===== src/rtl/fir_seq_ctrl.sv =====
// Sequencing controller for an external FIR datapath: flushes history with zero samples,
// decimates results, and buffers kept results in a credit-protected output FIFO.
module fir_seq_ctrl #(
    parameter int TAPS    = 8,
    parameter int LATENCY = 2,
    parameter int DEPTH   = 4
) (
    input  logic        clk,
    input  logic        rst,
    input  logic        enable,
    input  logic        flush_req,
    input  logic [1:0]  decim,
    input  logic        in_valid,
    input  logic [7:0]  in_data,
    output logic        in_ready,
    output logic [7:0]  fir_x,
    output logic        fir_x_vld,
    input  logic [15:0] fir_y,
    output logic        out_valid,
    output logic [15:0] out_data,
    input  logic        out_ready,
    output logic [1:0]  state,
    output logic        busy
);

    localparam logic [1:0] S_IDLE  = 2'd0;
    localparam logic [1:0] S_FLUSH = 2'd1;
    localparam logic [1:0] S_RUN   = 2'd2;
    localparam logic [1:0] S_DRAIN = 2'd3;

    localparam int FW = $clog2(TAPS + 1);
    localparam int AW = (DEPTH > 1) ? $clog2(DEPTH) : 1;
    localparam int NW = AW + 1;
    localparam int CW = $clog2(DEPTH + LATENCY + 2) + 1;

    logic [FW-1:0]      flush_cnt;
    logic [1:0]         dec_cnt;
    logic [1:0]         decim_lat;
    logic               keep_issue;
    logic [LATENCY-1:0] sr_vld;
    logic [LATENCY-1:0] sr_keep;
    logic [15:0]        mem [DEPTH];
    logic [AW-1:0]      wr_ptr;
    logic [AW-1:0]      rd_ptr;
    logic [NW-1:0]      fifo_count;
    logic [CW-1:0]      credit_used;
    logic               xfer;
    logic               push;
    logic               pop;
    logic               inflight;

    // Every kept result already issued or in the FIR pipe holds a reserved FIFO slot.
    always_comb begin
        credit_used = CW'(fifo_count) + CW'(fir_x_vld & keep_issue);
        for (int i = 0; i < LATENCY; i++) begin
            credit_used = credit_used + CW'(sr_vld[i] & sr_keep[i]);
        end
    end

    assign in_ready  = (state == S_RUN) && (credit_used < CW'(DEPTH));
    assign xfer      = in_valid && in_ready;
    assign push      = sr_vld[LATENCY-1] && sr_keep[LATENCY-1];
    assign pop       = out_valid && out_ready;
    assign inflight  = fir_x_vld || (|sr_vld);
    assign busy      = (state != S_IDLE) || inflight;
    assign out_valid = (fifo_count != '0);
    assign out_data  = out_valid ? mem[rd_ptr] : '0;

    always_ff @(posedge clk) begin
        if (rst) begin
            state     <= S_IDLE;
            flush_cnt <= '0;
            dec_cnt   <= '0;
            decim_lat <= '0;
            fir_x     <= '0;
            fir_x_vld <= 1'b0;
            keep_issue <= 1'b0;
        end else begin
            fir_x_vld  <= 1'b0;
            keep_issue <= 1'b0;
            if (xfer) begin
                fir_x      <= in_data;
                fir_x_vld  <= 1'b1;
                keep_issue <= (dec_cnt == 2'd0);
                dec_cnt    <= (dec_cnt == decim_lat) ? 2'd0 : dec_cnt + 2'd1;
            end
            case (state)
                S_IDLE: begin
                    if (enable) begin
                        state     <= S_FLUSH;
                        fir_x     <= '0;
                        fir_x_vld <= 1'b1;
                        flush_cnt <= FW'(1);
                    end
                end
                S_FLUSH: begin
                    if (flush_cnt == FW'(TAPS)) begin
                        state     <= S_RUN;
                        decim_lat <= decim;
                        dec_cnt   <= 2'd0;
                    end else begin
                        fir_x     <= '0;
                        fir_x_vld <= 1'b1;
                        flush_cnt <= flush_cnt + FW'(1);
                    end
                end
                S_RUN: begin
                    // A sample accepted alongside flush_req occupies the first flush issue slot.
                    if (flush_req) begin
                        state <= S_FLUSH;
                        if (xfer) begin
                            flush_cnt <= '0;
                        end else begin
                            fir_x     <= '0;
                            fir_x_vld <= 1'b1;
                            flush_cnt <= FW'(1);
                        end
                    end else if (!enable) begin
                        state <= S_DRAIN;
                    end
                end
                default: begin
                    if (!inflight) begin
                        state <= S_IDLE;
                    end
                end
            endcase
        end
    end

    always_ff @(posedge clk) begin
        if (rst) begin
            sr_vld  <= '0;
            sr_keep <= '0;
        end else begin
            sr_vld[0]  <= fir_x_vld;
            sr_keep[0] <= fir_x_vld & keep_issue;
            for (int i = 1; i < LATENCY; i++) begin
                sr_vld[i]  <= sr_vld[i-1];
                sr_keep[i] <= sr_keep[i-1];
            end
        end
    end

    always_ff @(posedge clk) begin
        if (push) begin
            mem[wr_ptr] <= fir_y;
        end
    end

    always_ff @(posedge clk) begin
        if (rst) begin
            wr_ptr     <= '0;
            rd_ptr     <= '0;
            fifo_count <= '0;
        end else begin
            if (push) begin
                wr_ptr <= wr_ptr + AW'(1);
            end
            if (pop) begin
                rd_ptr <= rd_ptr + AW'(1);
            end
            case ({push, pop})
                2'b10:   fifo_count <= fifo_count + NW'(1);
                2'b01:   fifo_count <= fifo_count - NW'(1);
                default: fifo_count <= fifo_count;
            endcase
        end
    end

endmodule


===== config.mk =====
export PLATFORM = sky130hd
export DESIGN_NAME = fir_seq_ctrl
export DESIGN_NICKNAME = d
export VERILOG_FILES = /design/src/rtl/fir_seq_ctrl.sv
export SDC_FILE = /design/constraint.sdc
export NUM_CORES = 1
export LEC_CHECK = 0
export ABC_AREA = 1
export CORE_MARGIN = 4
export CORE_UTILIZATION = 58
export CTS_CLUSTER_DIAMETER = 50
export DETAILED_ROUTE_END_ITERATION = 6
export PLACE_DENSITY = 0.81
export SLEW_MARGIN = 20
export SYNTH_ARGS = -nofsm -noshare
export SYNTH_HDL_FRONTEND = slang
export SYNTH_SLANG_ARGS = --single-unit

===== constraint.sdc =====
create_clock -name clk -period 2.85 [get_ports clk]
set_input_delay 0.285 -clock clk [delete_from_list [all_inputs] [get_ports clk]]
set_output_delay 0.285 -clock clk [all_outputs]
set_load 0.1 [all_outputs]

==> results of run 1 <==
[synth_stat cells, types with 2 or more instances]
library cell	n
sky130_fd_sc_hd__a21oi_2	3
sky130_fd_sc_hd__nor2_1	92
sky130_fd_sc_hd__nor2_4	2
sky130_fd_sc_hd__nand3_1	15
sky130_fd_sc_hd__clkbuf_1	2
sky130_fd_sc_hd__fa_1	2
sky130_fd_sc_hd__buf_2	7
sky130_fd_sc_hd__a21oi_1	39
sky130_fd_sc_hd__nand2_1	32
sky130_fd_sc_hd__nand2_2	4
sky130_fd_sc_hd__edfxtp_1	64
sky130_fd_sc_hd__inv_1	41
sky130_fd_sc_hd__o21ai_0	48
sky130_fd_sc_hd__buf_4	3
sky130_fd_sc_hd__dfxtp_1	33
sky130_fd_sc_hd__ha_1	13
sky130_fd_sc_hd__clkbuf_2	3
[power by group]
group	total [mW]	switching (mW)	internal [mW]
clock network	0.776	0.458	0.318
registers	1.64	0.0725	1.57
logic	1.87	1.33	0.542
[kinds of logic (layout without fill, tap and decap cells)]
kind of cell	Yosys count	count (layout)	synth area share
simple gates	153	153	0.160
fa+ha+maj	15	15	0.0482
xor+xnor	1	1	0.00208
compound gates	93	93	0.115
buf+inv	59	127	0.0604
flops	97	97	0.614
[layer usage]
metal,vias to the layer above,share of wire,GRT usage
li1,1516,-,-
met1,1413,0.41,0.246
met2,90,0.52,0.356
met3,11,0.058,0.0370
met4,0,0.014,0.0916
met5,-,0,0
[sequential cells by signal, summed over array words and instances, names as in the netlist, 3 cells and up, named ones only]
| register | flops |
|---|---|
| flush_cnt | 4 |
| mem | 64 |
| fifo_count | 3 |
| fir_x | 8 |
[worst max-delay path by stage]
stage,end,cells past startpoint
after floorplan,out_data[14],5
final,in_ready,9
after global placement,fifo_count[2],10
after global routing,in_ready,9
after detailed placement,fir_x[2],11
after CTS,in_ready,9
[cell type report]
| type | instances | area, um2 | area share |
|---|---|---|---|
| repair buffers | 68 | 801 | 0.154 |
| clock buffers | 10 | 128 | 0.0245 |
| inverters | 43 | 163 | 0.0313 |
| flip-flops and latches | 97 | 2580 | 0.496 |
| well taps | 96 | 120 | 0.0231 |
| clock inverters | 6 | 43.8 | 0.00841 |
| multi-input cells | 262 | 1370 | 0.263 |
[through the flow]
step	power, mW	hold slack, ns
6_report	4.29	0.433
5_1_grt	4.52	0.482
4_1_cts	4.31	0.436
3_5_place_dp	3.55	0.425
3_3_place_gp	3.50	0.415
2_1_floorplan	3.01	0.384
[worst reg2reg max path, stage by stage (launching register included)]
cell,delay (ns)
sky130_fd_sc_hd__dfxtp_1,0.33
sky130_fd_sc_hd__nand2_1,0.23
sky130_fd_sc_hd__inv_1,0.10
sky130_fd_sc_hd__fa_1,0.41
sky130_fd_sc_hd__ha_1,0.29
sky130_fd_sc_hd__nand2_1,0.06
sky130_fd_sc_hd__inv_1,0.04
sky130_fd_sc_hd__nand2_1,0.11
sky130_fd_sc_hd__nand3_4,0.19
sky130_fd_sc_hd__clkinv_2,0.14
sky130_fd_sc_hd__nand2_4,0.09
sky130_fd_sc_hd__a21oi_1,0.19
==> results by group, run 1 <==
Critical path
  – Family of cells with the greatest summed delay on the critical path: adder cells
  – Origin of the critical flop-to-flop path: sr_vld[1]
  – CP required: 2.57 ns
  – Crit-path max FO: 10
  – Kind of end point of the critical path: output port
  – Slowest CP cell: sky130_fd_sc_hd__fa_1
  – CP peak stage delay: 0.40 ns
  – FF-to-FF setup slack: 0.62 ns
  – Register-to-Register Path Depth: 11
  – Worst Path Class, Setup: register to output port
  – Worst Setup SP: sr_vld[1]
  – Terminus of the critical flop-to-flop path: fir_x[2]
  – Worst path cell trace: nand2_1 > inv_1 > fa_1 > ha_1 > nand2_1 > inv_1 > nand2_1 > and2_2 > buf_12
  – Crit path buffers/inverters: 3
  – Crit-path most repeated cell: sky130_fd_sc_hd__nand2_1
  – Startpoint kind of the worst setup timing path: register
  – Endpoint arrival time on the critical path: 2.28 ns

Logic synthesis
  – EDFF count, synth: 64
  – Gate Count Post-Synth: 418
  – Number of warnings reported in the yosys synthesis log: 0
  – Share of the yosys chip area belonging to registers: 0.614
  – Synth area leader: sky130_fd_sc_hd__edfxtp_1
  – Asr flop ratio synth: 0
  – Average size of a mapped cell: 10.1 um2
  – Netlist Area Pre-Place: 0.00420 mm2
  – Share of the synthesized area in the top cell type: 0.457
  – Cell variety after synth: 32
  – Top FF cell, synth: sky130_fd_sc_hd__edfxtp_1
  – Flop and latch count out of synthesis: 97
  – Top cells by area, synth: sky130_fd_sc_hd__edfxtp_1 46%, sky130_fd_sc_hd__dfxtp_1 16%, sky130_fd_sc_hd__nor2_1 8.2%, sky130_fd_sc_hd__o21ai_0 5.7%, sky130_fd_sc_hd__a21oi_1 4.6%
  – Syn nets: 465

Clock network
  – Number of setup buffers added after CTS: 0
  – Clk buf depth: 2
  – Clock insertion delay at the later pin of the skew report: 0.36 ns
  – Root buffer cell: sky130_fd_sc_hd__clkbuf_8
  – Count of instances resized after the clock tree is built: 0
  – Post-cts hold buffer count: 0
  – Clock tree from TritonCTS: done
  – # clock sinks: 97
  – Number of buffers created by CTS: 9
  – H-tree levels: 3
  – CTS clk-pin slew, worst paths: 0.09 ns

Run status
  – Status: finished, final reports clean

Detailed routing
  – Total Wirelength: 8190 um
  – Length of the first detailed-routing pass in iterations: 4
  – Antenna violation net count after detailed routing: 0
  – Number of DRC markers in iteration 0: 150
  – Via density per instance: 5.21
  – Vias after detailed routing: 3030
  – Mean routed wirelength per cell: 14.1 um
  – Residual DRC: 0

Final layout
  – Commonest cells after routing, fill and taps aside: 92 x sky130_fd_sc_hd__nor2_1, 64 x sky130_fd_sc_hd__edfxtp_1, 48 x sky130_fd_sc_hd__o21ai_0
  – Antenna Diode Count: 0
  – Fraction of final layout cells sized beyond drive strength 1: 0.144
  – Final non-filler cell area: 0.00520 mm2
  – Post-layout nets: 528
  – Area delta synth->final: 23.8%
  – Fill cell total of the finished layout: 499
  – Number of standard cells in the layout, taps in and fillers out: 582
  – Core occupancy in the finished layout: 0.754
  – Most common library cell in the layout ignoring fill and taps: sky130_fd_sc_hd__nor2_1

Floorplanning
  – Num rows: 30
  – I/O pin count: 62
  – Die area: 0.00867 mm2
  – Die Wd: 93.1 um
  – Starting Density: 0.609
  – Core area: 0.00691 mm2
  – Die Y-Extent: 93.1 um

Timing
  – Final Max Slew Viols: 0
  – RSZ-0062 raised after global routing: no
  – Post-Route Skew: 0.00658 ns
  – Achievable Freq: 390 MHz
  – Slew margin rel.: 0.459
  – Final total negative setup slack: 0 ns
  – Part of the cycle the worst path needs: 0.900
  – Minimum clock period: 2.56 ns
  – Transition at the pin with the smallest max-transition slack: 0.811 ns
  – Final Hold Violating Endpoints: 0
  – Number of failing setup endpoints in the final timing report: 0
  – Post-route worst setup slack: 0.286 ns

Placement
  – Total half-perimeter wirelength after legalization and detailed placement: 5730 um
  – Buffers added on ports: 61
  – Pre-CTS setup slack: 0.636 ns
  – Placed Instance Area: 0.00503 mm2
  – Cell Count Post-Placement: 566
  – Routability congestion estimate: 0.813

Global route
  – Total grt overflow: 0
  – Pin count of the biggest net entering global routing: 33
  – Number of global-route vias before repair: 2994
  – First-pass GRT wire length: 13700 um
  – Number of antenna violations at the first check in global routing: 0
  – GRT Resource Usage Total: 0.204

Min path
  – Worst min path class: register to register
  – Startpoint of the tightest hold check path: sr_keep[0]
  – Depth of the worst hold-timing path: 2
  – Worst Hold Endpoint: sr_keep[1]

Power and ir drop
  – PD cells: 823 mW/mm2
  – Static Leak: 2.01 nW
  – Peak supply drop: 0.955 mV

Flow run
  – Count of maximum capacitance violations: 0
No activity file was read; power rests on OpenSTA's default activity.
==> run 2, diff against run 1 <==
--- a/config.mk
+++ b/config.mk
@@ -10,7 +10,9 @@
 export CORE_UTILIZATION = 58
 export CTS_CLUSTER_DIAMETER = 50
 export DETAILED_ROUTE_END_ITERATION = 6
+export MAX_ROUTING_LAYER = met4
 export PLACE_DENSITY = 0.81
+export SKIP_CTS_REPAIR_TIMING = 1
 export SLEW_MARGIN = 20
 export SYNTH_ARGS = -nofsm -noshare
 export SYNTH_HDL_FRONTEND = slang
==> run 2 against run 1 <==
  * Global-route usage grew 0.57 points
  * Sequential share of layout area is the same
  * Die area is the same
  * Critical endpoint unchanged
  * Largest cell class unchanged
  * Routed wire length shrank 0.41%
  * Non-clock buffer count is the same
  * Final cell count is the same
  * First-iteration DRC count grew 15%
  * Critical path depth is the same
  * Design area is the same
  * Highest routed layer unchanged
==> results by group, run 2 (synthesis gave the netlist of run 1 again) <==
Run status
  – Status: finished, final reports clean

Clock network
  – Number of buffers created by CTS: 9
  – Clock insertion delay at the later pin of the skew report: 0.35 ns
  – # clock sinks: 97
  – Clock tree from TritonCTS: done
  – H-tree levels: 3
  – Root buffer cell: sky130_fd_sc_hd__clkbuf_8
  – CTS clk-pin slew, worst paths: 0.09 ns
  – Clk buf depth: 2

Timing
  – Final total negative setup slack: 0 ns
  – Post-Route Skew: 0.00456 ns
  – Final Hold Violating Endpoints: 0
  – Slew margin rel.: 0.457
  – RSZ-0062 raised after global routing: no
  – Part of the cycle the worst path needs: 0.901
  – Achievable Freq: 390 MHz
  – Transition at the pin with the smallest max-transition slack: 0.814 ns
  – Final Max Slew Viols: 0
  – Minimum clock period: 2.57 ns
  – Number of failing setup endpoints in the final timing report: 0

Floorplanning
  – Core area: 0.00691 mm2
  – Die area: 0.00867 mm2
  – I/O pin count: 62
  – Die Y-Extent: 93.1 um
  – Starting Density: 0.609
  – Num rows: 30
  – Die Wd: 93.1 um

Flow run
  – Count of maximum capacitance violations: 0

Critical path
  – Register-to-Register Path Depth: 11
  – Crit-path max FO: 10
  – Crit-path most repeated cell: sky130_fd_sc_hd__nand2_1
  – FF-to-FF setup slack: 0.62 ns
  – Worst Path Class, Setup: register to output port
  – Terminus of the critical flop-to-flop path: fir_x[2]
  – Slowest CP cell: sky130_fd_sc_hd__fa_1
  – Origin of the critical flop-to-flop path: sr_vld[1]
  – CP required: 2.57 ns
  – Startpoint kind of the worst setup timing path: register
  – Crit path buffers/inverters: 3
  – Worst path cell trace: nand2_1 > inv_1 > fa_1 > ha_1 > nand2_1 > inv_1 > nand2_1 > and2_2 > buf_12
  – CP peak stage delay: 0.41 ns
  – Endpoint arrival time on the critical path: 2.28 ns
  – Kind of end point of the critical path: output port
  – Family of cells with the greatest summed delay on the critical path: adder cells

Detailed routing
  – Routed length on met3: 416 um
  – Met2 wirelength from detailed routing: 4130 um
  – Detailed-route wire length on metal 1: 3430 um
  – Mean routed wirelength per cell: 14.0 um
  – Number of DRC markers in iteration 0: 172
  – Antenna violation net count after detailed routing: 0
  – Max layer used: met4
  – Via density per instance: 5.18
  – Residual DRC: 0
  – Vias after detailed routing: 3017
  – Total Wirelength: 8160 um
  – Length of the first detailed-routing pass in iterations: 4

Power and ir drop
  – Peak supply drop: 0.953 mV
  – PD cells: 823 mW/mm2
  – Static Leak: 2.01 nW
  – Power consumption: 4.28 mW

Placement
  – Cell Count Post-Placement: 566
  – Total half-perimeter wirelength after legalization and detailed placement: 5730 um
  – Routability congestion estimate: 0.825
  – Placed Instance Area: 0.00503 mm2
  – Buffers added on ports: 61

Global route
  – Number of global-route vias before repair: 3000
  – First-pass GRT wire length: 13700 um
  – Pin count of the biggest net entering global routing: 33
  – Number of antenna violations at the first check in global routing: 0
  – Total grt overflow: 0
  – GRT Resource Usage Total: 0.210

Final layout
  – Post-layout nets: 528
  – Antenna Diode Count: 0
  – Commonest cells after routing, fill and taps aside: 92 x sky130_fd_sc_hd__nor2_1, 64 x sky130_fd_sc_hd__edfxtp_1, 48 x sky130_fd_sc_hd__o21ai_0
  – Core occupancy in the finished layout: 0.754
  – Number of standard cells in the layout, taps in and fillers out: 582
  – Most common library cell in the layout ignoring fill and taps: sky130_fd_sc_hd__nor2_1
  – Fraction of final layout cells sized beyond drive strength 1: 0.144
  – Final non-filler cell area: 0.00520 mm2
  – Area delta synth->final: 23.8%
  – Most flop-heavy register: mem
  – Largest register FFs: 64
  – Fill cell total of the finished layout: 499
  – Registers with the most flip-flops: mem: 64 flops, fir_x: 8 flops, flush_cnt: 4 flops

Min path
  – Depth of the worst hold-timing path: 2
  – Worst Hold Endpoint: sr_keep[1]
  – Worst min path class: register to register
  – Startpoint of the tightest hold check path: sr_keep[0]
## run 2: cell counts in the layout (fill, tap and decap cells not counted)
No cell type changed its count.
## run 2: worst max-delay path by stage
stage          startpoint            end  slack, ns  cells after the start
2_1_floorplan    register   out_data[14]       0.25                      5
3_3_place_gp    out_ready  fifo_count[2]       0.70                     10
3_5_place_dp    sr_vld[1]       fir_x[2]       0.64                     11
4_1_cts         sr_vld[1]       in_ready       0.27                      9
5_1_grt         sr_vld[1]       in_ready       0.13                      9
6_report        sr_vld[1]       in_ready       0.28                      9
## run 2: final cells by class
type                            count  area (um2)  area share
Clock buffer                       10         128      0.0245
Clock inverter                      6        43.8     0.00841
Inverter                           43         163      0.0313
Multi-Input combinational cell    262        1370       0.263
Sequential cell                    97        2580       0.496
Tap cell                           96         120      0.0231
Timing Repair Buffer               68         801       0.154
## run 2: per-layer routing
| metal | global-route usage | vias to the layer above |
|---|---|---|
| met2 | 0.356 | 80 |
| met4 | 0.0916 | 0 |
| met1 | 0.247 | 1403 |
| met5 | - | - |
| li1 | - | 1518 |
| met3 | 0.0354 | 16 |
## run 2: metrics by stage
stage                     hold WS (ns)  worst slack (ns)
after floorplan                  0.384             0.252
after global placement           0.415             0.704
after detailed placement         0.425             0.636
after CTS                        0.436             0.274
after global routing             0.482             0.129
final                            0.432             0.284
## run 2: power by group
part / switching, mW / internal (mW) / leakage (nW)
sequential: 0.0723 / 1.57 / 0.843
clock: 0.456 / 0.318 / 0.0749
combinational: 1.33 / 0.542 / 1.09
## run 2: tightest hold or removal path: stages (launching register included)
cell and delay [ns]:
sky130_fd_sc_hd__dfxtp_1 0.32, sky130_fd_sc_hd__inv_1 0.05, sky130_fd_sc_hd__nor2_1 0.03
==> run 3, diff against run 2 <==
--- a/config.mk
+++ b/config.mk
@@ -8,7 +8,7 @@
 export ABC_AREA = 1
 export CORE_MARGIN = 4
 export CORE_UTILIZATION = 58
-export CTS_CLUSTER_DIAMETER = 50
+export CTS_CLUSTER_DIAMETER = 60
 export DETAILED_ROUTE_END_ITERATION = 6
 export MAX_ROUTING_LAYER = met4
 export PLACE_DENSITY = 0.81
==> results of run 3 <==
Same layout as run 2: the final DEF is identical, and so are final timing and power.
==> patch 1: new RTL, flow settings as in run 1 <==
`TAPS`: 8 -> 16.
--- a/src/rtl/fir_seq_ctrl.sv
+++ b/src/rtl/fir_seq_ctrl.sv
@@ -3,3 +3,3 @@
 module fir_seq_ctrl #(
-    parameter int TAPS    = 8,
+    parameter int TAPS    = 16,
     parameter int LATENCY = 2,
Behaviour: not the same (a bounded check fails within 10 cycles, from zero or initial values and one cycle with rst high).
==> patch 1 against run 1 <==
Fmax up 0.30%; area after synthesis up 3.0%; wire length up 7.4%; cell count up 4.0%; sequential cell count up 1; design area up 3.5%; power up 5.5%; worst hold slack worse by 0.0012 ns; sequential power about the same; setup slack better by 0.0076 ns; via count up 3.6%; clock power up 26%; critical endpoint unchanged; largest cell class unchanged.
==> patch 1: results (changes against run 1) <==
[run_status]
status = finished, final reports clean

[min_path]
hp-class = reg -> reg
hold_path.startpoint = sr_keep[0]$_SDFF_PP0_

[power]
p_sw_uw = 1890  ; +1.7%
ir_drop_mv = 0.830  ; -13%
p_leak_uw = 0.00211  ; +4.8%

[yosys]
synth_edf_count = 64  ; unchanged
mappedNetlistNets = 484  ; +4.1%
ys_types = 30  ; -6.3%
synth_commonest_cells = nor2_1 (88), edfxtp_1 (64), inv_1 (46), o21ai_0 (46), nand2_1 (44)
synth_cells = 437  ; +4.5%
muxShareOfSynthArea_pct = 0  ; unchanged
yosys-top-cells-area = edfxtp_1 (44%), dfxtp_1 (16%), nor2_1 (7.6%)
synth_adder_area_share_pct = 4.68  ; -0.14 points
yosysSeqAreaShare_pct = 60.1  ; -1.3 points
synth_compound_area_share_pct = 10.6  ; -0.91 points
synth-xor-area-share_pct = 0.202  ; -0.0060 points
async_reset_ff_share_pct = 0  ; unchanged

[placed_design]
placed_cells = 589  ; +4.1%
dp_slack_ns = 0.511  ; -0.126 ns
dp_hpwl_um = 5850  ; +2.1%
placed_area_mm2 = 0.00517  ; +2.7%
globalplace.congestion = 0.830  ; +2.2%

[sta]
fin_skew_ns = 0.00838  ; +0.00180 ns
slew_headroom_pct = 44.9  ; -1.0 points
timing.fmax_mhz = 391  ; +0.30%
hold_slack_ns = 0.432  ; -0.00117 ns

[cells_and_area]
fin_util_pct = 74.3  ; -1.1 points
fin_cells = 605  ; +4.0%
fin_nets = 548  ; +3.8%
diodes = 0  ; unchanged
reg_top3 = mem: 64 flops, fir_x: 8 flops, flush_cnt: 5 flops
num-fill-cells = 503  ; +0.80%
drive_above_1_share_pct = 15.6  ; +1.2 points

[grt]
grt_util_all_layers_pct = 20.5  ; +0.077 points
grt_pass1_vias = 3120  ; +4.2%
antenna_found_initial = 0  ; unchanged
grt_pass1_wl_um = 14200  ; +3.3%

[setup_path]
reg2reg_depth = 11  ; unchanged
r2r_setup_slack_ns = 0.50  ; -0.12 ns
arrival_ns = 2.27
cp_top_family = adder cells
reg2reg_to = fir_x[6]$_SDFF_PP0_

[route]
drtIter0Drc = 142  ; -5.3%
wl_per_cell_um = 14.6  ; +3.4%
via_per_inst = 5.19  ; -0.37%

[clock_tree]
cts_resized = 0  ; unchanged
path_clk_slew_ns = 0.09  ; about the same
numCtsBuffers = 9  ; unchanged

patch 1: cell count changes after synthesis, moves of 4 or more:
cell	change
nand2_1	+12
o21ai_1	+9
nor3_2	+8
nand3_1	-7
a21oi_1	-5
inv_1	+5
nor2_1	-4
patch 1: power by group through the flow:
stage / clock [uW] / combinational (uW) / sequential (uW)
2_1_floorplan: 0 / 1180 / 1860
3_3_place_gp: 0 / 1860 / 1670
3_5_place_dp: 0 / 1890 / 1670
4_1_cts: 992 / 1900 / 1640
5_1_grt: 1030 / 2030 / 1660
6_report: 976 / 1900 / 1640
patch 1: final cells by class:
cell class / count / share of cell area (%)
flip-flops and latches: 98 / 48.3
well taps: 99 / 2.30
repair buffers: 70 / 15.1
inverters: 50 / 3.48
multi-input cells: 272 / 26.8
clock inverters: 5 / 1.58
clock buffers: 11 / 2.44
patch 1: per-layer routing:
layer | share of wire, % | track usage, %
met5 | 0 | 0
met2 | 53 | 37.1
met3 | 5.3 | 3.67
met1 | 40 | 23.9
met4 | 1.8 | 8.30
==> patch 2: new RTL, flow settings as in run 1 <==
Made on the original files. Reset style: asynchronous (`rst`), changed in 3 clocked blocks.
--- a/src/rtl/fir_seq_ctrl.sv
+++ b/src/rtl/fir_seq_ctrl.sv
@@ -68,3 +68,3 @@
 
-    always_ff @(posedge clk) begin
+    always_ff @(posedge clk or posedge rst) begin
         if (rst) begin
@@ -130,3 +130,3 @@
 
-    always_ff @(posedge clk) begin
+    always_ff @(posedge clk or posedge rst) begin
         if (rst) begin
@@ -150,3 +150,3 @@
 
-    always_ff @(posedge clk) begin
+    always_ff @(posedge clk or posedge rst) begin
         if (rst) begin
Behaviour: differs if rst is asserted again (counterexample within 4 cycles, from zero or initial values and one cycle with rst high); with rst held inactive, the same outputs for 10 cycles.
==> patch 2 against run 1 <==
Setup slack got worse by 0.077 ns; sequential share of layout area increased by 1.4 points; register-to-register slack got worse by 0.15 ns; largest cell class unchanged; global-route usage increased by 0.65 points; synthesized cell count decreased by 7.7%; sequential cell count decreased by 2; wire length increased by 3.2%; die area decreased by 0.48%; area after synthesis decreased by 0.54%; design area increased by 1.5%.
Power is not shown: default switching activity piles up to over one toggle a cycle in this logic, so the estimate is an artifact.
==> patch 2: results (changes against run 1) <==
[run_status]
status = finished, final reports clean

[placed_design]
placed_cells = 540  ; -4.6%
placed_area_mm2 = 0.00505  ; +0.40%
dp_hpwl_um = 5980  ; +4.3%
dp_slack_ns = 0.460  ; -0.176 ns
globalplace.congestion = 0.773  ; -4.9%

[sta]
fin_skew_ns = 0.00737  ; +0.000789 ns
finalWorstSetupSlack_ns = 0.208  ; -0.0775 ns
worst_pin_slew_ns = 0.653  ; -0.158 ns

[yosys]
syn_avg_cell_area_um2 = 10.8  ; +7.7%
synth_adder_area_share_pct = 4.85  ; +0.026 points
async_reset_ff_share_pct = 32.6  ; +33 points
mappedNetlistNets = 433  ; -6.9%
yosys-top-cells-area = edfxtp_1 (46%), dfrtp_1 (19%), nor2_1 (7.6%)
yosysSeqAreaShare_pct = 64.5  ; +3.1 points
synth-xor-area-share_pct = 1.89  ; +1.7 points
synth_compound_area_share_pct = 8.98  ; -2.5 points
ys_types = 29  ; -9.4%
ys_warn_count = 0  ; unchanged
synth_commonest_cells = nor2_1 (85), edfxtp_1 (64), o21ai_0 (50), inv_1 (33), nand2_1 (33)

[cells_and_area]
nMultiInputCombCells = 240  ; -8.4%
drive_above_1_share_pct = 15.2  ; +0.81 points
nClkBuffers = 10  ; unchanged
n_all_inverters = 38  ; -12%
fin_util_pct = 76.5  ; +1.2 points
area_share_clock_buf_inv_pct = 4.38  ; +1.1 points
multi_input_area_share_pct = 24.0  ; -2.2 points
multi_input_area_mm2 = 0.00127  ; -7.1%
fin_cells = 556  ; -4.5%
num-fill-cells = 470  ; -5.8%
buffers = 71  ; +4.4%
signal_buffer_area_fraction_pct = 15.6  ; +0.19 points
register_area_mm2 = 0.00270  ; +4.5%
fin_nets = 502  ; -4.9%

[route]
via_per_inst = 5.25  ; +0.88%
drt-total-wl_um = 8460  ; +3.2%
first_pass_iters = 5  ; +1
drtIter0Drc = 190  ; +27%

[setup_path]
crit_path_end = in_ready
path_max_fanout = 7  ; -3
reg2reg_to = fir_x[6]$_DFF_PP0_
reg2reg_from = sr_vld[1]$_DFF_PP0_
r2r_setup_slack_ns = 0.47  ; -0.15 ns
arrival_ns = 2.36  ; +0.08 ns
crit_start = sr_vld[1]$_DFF_PP0_

[grt]
grt_pass1_wl_um = 14000  ; +2.1%
grt_util_all_layers_pct = 21.0  ; +0.65 points
grt_pass1_vias = 3011  ; +0.57%

[clock_tree]
path_clk_slew_ns = 0.09  ; about the same
insertion_delay_ns = 0.35
clkSinkCount = 95  ; -2.1%

[min_path]
hp-class = in -> async

## patch 2: changes by cell type after synthesis, sizes merged, moves of 3 or more
| cell | delta |
|---|---|
| dfxtp | -33 |
| dfrtp | +31 |
| a21oi | -21 |
| nand3 | -10 |
| or2 | +8 |
| nor2 | -7 |
| xor2 | +6 |
| inv | -5 |
| o21ai | +4 |
| nand2 | -3 |
## patch 2: how the worst min path moves through the flow
stage                         start                  endpoint  slack [ns]  cells after the start
2_1_floorplan  sr_keep[0]$_DFF_PP0_      sr_keep[1]$_DFF_PP0_        0.35                      0
3_3_place_gp   sr_keep[0]$_DFF_PP0_      sr_keep[1]$_DFF_PP0_        0.36                      0
3_5_place_dp   sr_keep[0]$_DFF_PP0_      sr_keep[1]$_DFF_PP0_        0.38                      0
4_1_cts                         rst  flush_cnt[3]$_DFFE_PP0P_        0.32                      3
5_1_grt                         rst        fir_x[7]$_DFF_PP0_        0.36                      3
6_report                        rst  flush_cnt[0]$_DFFE_PP0P_        0.32                      3
## patch 2: logic make-up after synthesis
| logic type | after synthesis |
|---|---|
| compound gates | 75 |
| xor+xnor | 9 |
| fa+ha+maj | 15 |
| buf+inv | 51 |
| flops | 95 |
| simple gates | 141 |
## patch 2: tightest hold or removal path, stage by stage
cell and delay, ns:
clkdlybuf4s50_1 0.39, inv_1 0.05, buf_4 0.36
## patch 2: routing by layer
layer / wire length, um / GRT usage (%) / vias up
met5: 0 / 0 / -
met1: 3360 / 25.4 / 1396
met4: 143 / 8.91 / 0
met2: 4440 / 36.6 / 90
li1: - / - / 1422
met3: 513 / 4.22 / 12
